===== config.mk =====
export PLATFORM = sky130hd
export DESIGN_NAME = exp_seq_ctrl
export DESIGN_NICKNAME = d
export VERILOG_FILES = /design/src/rtl/exp_pkg.sv /design/src/rtl/exp_mul_q11.sv /design/src/rtl/exp_seq_ctrl.sv
export SDC_FILE = /design/constraint.sdc
export NUM_CORES = 2
export LEC_CHECK = 0
export BUFFER_PORTS_ARGS = -buffer_cell sky130_fd_sc_hd__buf_2
export CAP_MARGIN = 20
export CORE_MARGIN = 1
export CORE_UTILIZATION = 46
export DETAILED_ROUTE_END_ITERATION = 12
export PLACE_DENSITY = 0.68
export SYNTH_ARGS = -nofsm -noshare
export SYNTH_HDL_FRONTEND = slang
export SYNTH_HIERARCHICAL = 1
export SYNTH_SLANG_ARGS = --single-unit

===== constraint.sdc =====
create_clock -name clk -period 10.3 [get_ports clk]
set_input_delay 2.06 -clock clk [delete_from_list [all_inputs] [get_ports clk]]
set_output_delay 2.06 -clock clk [all_outputs]
set_load 0.02 [all_outputs]

===== src/rtl/exp_pkg.sv =====
// -----------------------------------------------------------------------------
// exp_pkg
// Shared constants and types for the shift-and-add e^x sequencer.
//   - Q-format widths: argument/residual Q4.11 (15 bit), result Q15.11 (26 bit)
//   - X_MAX: largest argument whose e^x fits in Q15.11 (15*ln2 in Q4.11)
//   - ONE_Q11: 1.0 in Q15.11
//   - default step-index bounds for the integer and fractional phases
//   - sequencer state enum
// Configuration macro: EXP_RESID_CORR_EN adds the residual-correction state.
// -----------------------------------------------------------------------------
package exp_pkg;

    localparam int unsigned X_W    = 15;
    localparam int unsigned Y_W    = 26;
    localparam int unsigned FRAC_W = 11;
    localparam int unsigned I_W    = 5;

    localparam logic [X_W-1:0] X_MAX   = 15'd21293;
    localparam logic [Y_W-1:0] ONE_Q11 = 26'h800;
    localparam logic [Y_W-1:0] Y_SAT   = '1;

    localparam int unsigned INT_I_MAX_DEF  = 14;
    localparam int unsigned FRAC_I_MAX_DEF = 10;

    typedef enum logic [2:0] {
        S_IDLE,
        S_ISSUE,
        S_EVAL,
`ifdef EXP_RESID_CORR_EN
        S_CORR,
`endif
        S_DONE
    } state_e;

endpackage


===== src/rtl/exp_mul_q11.sv =====
// -----------------------------------------------------------------------------
// exp_mul_q11
// Combinational Q15.11 x Q15.11 multiply: full 52-bit product, result is
// product bits [36:11] (truncated); any set bit in [51:37] saturates.
// Ports:
//   a_i   in  26  multiplicand, Q15.11
//   b_i   in  26  multiplier, Q15.11
//   p_o   out 26  truncated/saturated product, Q15.11
//   sat_o out 1   high when the product did not fit
// -----------------------------------------------------------------------------
module exp_mul_q11
    import exp_pkg::*;
(
    input  logic [Y_W-1:0] a_i,
    input  logic [Y_W-1:0] b_i,
    output logic [Y_W-1:0] p_o,
    output logic           sat_o
);

    // Product already shifted right by the fraction width; the discarded
    // low bits never need to exist as a signal.
    logic [2*Y_W-FRAC_W-1:0] prod_sh;

    always_comb begin
        prod_sh = (2*Y_W-FRAC_W)'(((2*Y_W)'(a_i) * (2*Y_W)'(b_i)) >> FRAC_W);
        sat_o   = |prod_sh[2*Y_W-FRAC_W-1:Y_W];
        p_o     = sat_o ? Y_SAT : prod_sh[Y_W-1:0];
    end

endmodule


===== src/rtl/exp_seq_ctrl.sv =====
// -----------------------------------------------------------------------------
// exp_seq_ctrl
// Iteration sequencer for the shift-and-add e^x engine. Scans integer steps
// (x2^i, i = INT_I_MAX downto 1, at most one taken) then fractional steps
// (x(1+2^-i), i = 1..FRAC_I_MAX), using the registered mul_gen results one
// cycle after each issue.
// Configuration macro: EXP_RESID_CORR_EN -- adds a CORR state applying
// y += (y*r) >> 11 with the final residual (one extra cycle of latency).
// Ports:
//   clk, rst_n        clock, synchronous active-low reset
//   start, x_in       request and Q4.11 argument (sampled only in IDLE)
//   busy, done        busy in ISSUE/EVAL/CORR; one-cycle done pulse
//   y_out, ovf        Q15.11 result and saturation flag
//   i, data,
//   int_or_fra        step issued to mul_gen (1 = integer step)
//   data_mul,
//   data_sub          mul_gen factor and residual minus ln(factor)
// -----------------------------------------------------------------------------
module exp_seq_ctrl
    import exp_pkg::*;
#(
    parameter int unsigned INT_I_MAX  = INT_I_MAX_DEF,
    parameter int unsigned FRAC_I_MAX = FRAC_I_MAX_DEF
) (
    input  logic           clk,
    input  logic           rst_n,
    input  logic           start,
    input  logic [X_W-1:0] x_in,
    output logic           busy,
    output logic           done,
    output logic [Y_W-1:0] y_out,
    output logic           ovf,
    output logic [I_W-1:0] i,
    output logic [X_W-1:0] data,
    output logic           int_or_fra,
    input  logic [Y_W-1:0] data_mul,
    input  logic [X_W-1:0] data_sub
);

    localparam logic [I_W-1:0] I_FIRST = I_W'(INT_I_MAX);
    localparam logic [I_W-1:0] I_LAST  = I_W'(FRAC_I_MAX);
    localparam logic [I_W-1:0] I_ONE   = I_W'(1);

    state_e         state_q;
    logic           busy_q;
    logic           done_q;
    logic [Y_W-1:0] y_out_q;
    logic           ovf_q;
    logic [I_W-1:0] i_q;
    logic [X_W-1:0] r_q;
    logic           int_q;
    logic [Y_W-1:0] y_q;

    logic [Y_W-1:0] mul_b;
    logic [Y_W-1:0] mul_p;
    logic           mul_sat;
    logic           accept;

`ifdef EXP_RESID_CORR_EN
    logic [Y_W:0] corr_sum;

    // The single multiplier is shared: mul_gen factor in EVAL, residual in CORR.
    always_comb begin
        mul_b    = (state_q == S_CORR) ? Y_W'(r_q) : data_mul;
        corr_sum = {1'b0, y_q} + {1'b0, mul_p};
    end
`else
    always_comb mul_b = data_mul;
`endif

    // Every ln(factor) is non-zero, so a wrapped subtraction never reads below r.
    always_comb accept = (data_sub < r_q);

    exp_mul_q11 u_mul (
        .a_i  (y_q),
        .b_i  (mul_b),
        .p_o  (mul_p),
        .sat_o(mul_sat)
    );

    always_ff @(posedge clk) begin
        if (!rst_n) begin
            state_q <= S_IDLE;
            busy_q  <= 1'b0;
            done_q  <= 1'b0;
            y_out_q <= '0;
            ovf_q   <= 1'b0;
            i_q     <= '0;
            r_q     <= '0;
            int_q   <= 1'b0;
            y_q     <= '0;
        end else begin
            done_q <= 1'b0;
            unique case (state_q)
                S_IDLE: begin
                    if (start) begin
                        r_q   <= x_in;
                        ovf_q <= 1'b0;
                        if (x_in > X_MAX) begin
                            y_q     <= Y_SAT;
                            y_out_q <= Y_SAT;
                            ovf_q   <= 1'b1;
                            state_q <= S_DONE;
                        end else begin
                            y_q     <= ONE_Q11;
                            int_q   <= 1'b1;
                            i_q     <= I_FIRST;
                            busy_q  <= 1'b1;
                            state_q <= S_ISSUE;
                        end
                    end
                end
                S_ISSUE: begin
                    state_q <= S_EVAL;
                end
                S_EVAL: begin
                    if (accept) begin
                        r_q <= data_sub;
                        y_q <= mul_p;
                        if (mul_sat) ovf_q <= 1'b1;
                    end
                    if (int_q) begin
                        if (accept || i_q == I_ONE) begin
                            int_q <= 1'b0;
                            i_q   <= I_ONE;
                        end else begin
                            i_q <= i_q - I_ONE;
                        end
                        state_q <= S_ISSUE;
                    end else if (i_q < I_LAST) begin
                        i_q     <= i_q + I_ONE;
                        state_q <= S_ISSUE;
                    end else begin
`ifdef EXP_RESID_CORR_EN
                        state_q <= S_CORR;
`else
                        busy_q  <= 1'b0;
                        state_q <= S_DONE;
`endif
                    end
                end
`ifdef EXP_RESID_CORR_EN
                S_CORR: begin
                    if (mul_sat || corr_sum[Y_W]) begin
                        y_q   <= Y_SAT;
                        ovf_q <= 1'b1;
                    end else begin
                        y_q <= corr_sum[Y_W-1:0];
                    end
                    busy_q  <= 1'b0;
                    state_q <= S_DONE;
                end
`endif
                S_DONE: begin
                    done_q  <= 1'b1;
                    y_out_q <= y_q;
                    state_q <= S_IDLE;
                end
                default: state_q <= S_IDLE;
            endcase
        end
    end

    assign busy       = busy_q;
    assign done       = done_q;
    assign y_out      = y_out_q;
    assign ovf        = ovf_q;
    assign i          = i_q;
    assign data       = r_q;
    assign int_or_fra = int_q;

endmodule


==> impl_metrics.yaml <==
clock_network:
  post_cts_resize_count: 0
  clk_pin_slew_ns: 0.07
  post_cts_buffers: 0
  clkLatencyLatePin_ns: 0.35
  cts-root-buf: "clkbuf_16"
  hold_buffers: 0
  cts_tree: "yes"
  cts_buffers: 9
  cts_max_path_buffers: 2
  cts_max_level: 3
  cts_sinks: 78
place:
  port_buffers: 108
  dp_hpwl_microns: 55800
  dpl.cell_count: 3744
  place_area_sq_um: 27700
  place_congestion: 0.992
die:
  start_util: 0.468
  die_y_microns: 242
  io_pins: 109
  rows: 87
  die_w_microns: 242
  dieArea_sq_um: 58600
  core_sq_um: 56600
timing:
  slew_viol_final: 0
  tightest_slew_ns: 1.11
  min_period_ns: 9.65
  finalSetupTns_ns: 0
  max_freq_ghz: 0.104
  period_share: 0.937
  finalHoldViolations: 0
  clock_skew_ns: 0.0135
  relSlewSlack: 0.260
  setup_viol: 0
  rsz0062_at_grt: "false"
finish:
  drive_gt1_frac: 0.0695
  stdcell_area_sq_um: 28000
  syn2layout_area_growth_pct: 5.74
  fillers: 5451
  stdcell_count: 3762
  nets: 3837
  antenna_cells: 0
critical_path:
  required_ns: 10.53
  path_class: "in2reg"
  critPathCaptureType: "register"
  cp_max_fo: 27
  crit_path_start_kind: "primary input"
  worstPathArrival_ns: 9.88
global_routing:
  grt_pass1_vias: 21400
  antenna_found_initial: 0
  grt_max_degree: 60
  grt_use_total: 0.248
  grt_pass1_wl_microns: 116000
  grt_overflow: 0
yosys:
  synth_area_per_cell_sq_um: 8.85
  syn_inst: 2993
  seq_area_frac_synth: 0.0589
  ys_ff_latch: 78
  syn-cell-area_sq_um: 26500
  synth.distinct_cells: 73
  yosys_warnings: 6
  synth-edff-count: 0
  ys.flop_type: "dfxtp_1"
  syn-num-nets: 3829
  async_flop_share: 0
detailed_routing:
  ant_nets: 0
  num_vias: 20000
  drcViolationCount: 0
  drt_iter0_markers: 1185
  wl_microns: 69900
  routed_via_density: 5.31
  dr.pass1.iters: 5
  wl_per_cell_microns: 18.6
outcome:
  status: "finished clean"
worst_hold_path:
  hold_class: "reg2reg"
job:
  maxCapViolCount: 0
-- stage by stage --
step                hold slack [ns]   util  setup slack, ns
floorplan                     0.453      -            0.975
global placement              0.436  0.488            0.424
detailed placement            0.452  0.489            0.395
CTS                           0.464  0.494            0.673
global route                  0.491  0.495            0.265
finish                        0.463  0.495            0.648
-- routing by layer --
metal / GRT usage / up-vias / part of all wire
li1: - / 9083 / -
met1: 0.340 / 10300 / 0.44
met2: 0.416 / 578 / 0.48
met3: 0.0350 / 73 / 0.065
met4: 0.0558 / 0 / 0.020
met5: 0 / - / 0
-- worst paths after layout --
kind,start,endpoint,slack (ns),cells past startpoint
hold / removal,ovf$_SDFFE_PN0P_,ovf$_SDFFE_PN0P_,0.46,2
setup reg to reg,y_q[5]$_SDFFE_PN0P_,y_q[25]$_SDFFE_PN0P_,1.76,28
setup / recovery,data_mul[6],y_q[25]$_SDFFE_PN0P_,0.65,28
hold reg to reg,ovf$_SDFFE_PN0P_,ovf$_SDFFE_PN0P_,0.46,2
-- cell families after synthesis --
group	Yosys count	synth area share
and+or+nand+nor	967	0.193
buffers and inverters	823	0.119
adders and majority gates	777	0.529
AOI/OAI and AO/OA	297	0.0821
DFF	78	0.0589
xor gates and xnor gates	36	0.0119
muxes	15	0.00567
-- placed cells by master, fill, tap and decap left out, types with 10 or more instances in the layout --
cell type and instances:
xor2_1 11, and2_1 445, o21a_1 13, nand2_1 344
a21o_1 14, o21ai_1 13, mux2i_1 15, nand4_1 18
ha_1 204, nor2_1 44, xnor2_1 25, o21ai_0 43
buf_2 108, buf_4 33, a21oi_1 76, nor3_1 34
nand3_1 11, nand2_2 19, inv_1 674, o221a_1 45
a211oi_1 22, o221a_2 10, dfxtp_1 72, fa_1 573
-- flip-flops by register name (all words and copies together) (netlist names) --
signal	cells
ovf	1
data	15
y_out	26
y_q	26
int_or_fra	1
done	1
i	5
state_q	2
busy	1
-- critical path, cell delays in order --
cell and delay (ns):
buf_2 0.49, nand2_1 0.17, fa_1 0.54, inv_1 0.05
fa_1 0.49, inv_1 0.06, fa_1 0.49, fa_1 0.51
inv_1 0.05, fa_1 0.50, fa_1 0.53, inv_1 0.07
fa_1 0.51, inv_1 0.05, ha_1 0.36, a21oi_1 0.28
o21a_1 0.23, o221ai_1 0.14, a211oi_1 0.30, o21ai_0 0.17
or3b_1 0.37, a221oi_1 0.28, nand4_1 0.19, nor4_4 0.24
buf_12 0.24, nand2_1 0.08, and2_1 0.16, o221a_2 0.22
-- synthesized netlist by cell type (all sizes together) (5+ instances only) --
cell type	instances	area (sq um)
o21a	13	97.6
buf	11	103
fa	573	11500
a21o	14	105
a21oi	76	380
and3	9	56.3
nor4	6	67.6
ha	204	2550
or3	5	31.3
inv	675	2530
mux2i	15	150
nand3	11	55.1
and2	445	2780
dfxtp	78	1560
o211ai	6	45.0
nand2	363	1410
a31oi	8	50.1
xnor2	25	219
a221oi	5	50.0
o21ai	56	280
xor2	11	96.3
clkbuf	137	514
nand4	18	113
nor3	35	180
nor2	45	185
o221a	55	619
a211oi	23	178
-- final cells by class --
cell class | instances | area, sq um | area share
clock buffers | 9 | 225 | 0.00804
clock inverters | 7 | 67.6 | 0.00241
inverters | 675 | 2530 | 0.0904
multi-input cells | 2092 | 21800 | 0.778
flip-flops and latches | 78 | 1570 | 0.0560
well taps | 756 | 946 | 0.0338
repair buffers | 145 | 891 | 0.0318
Power is not shown: default switching activity piles up to over one toggle a cycle in this logic, so the estimate is an artifact.
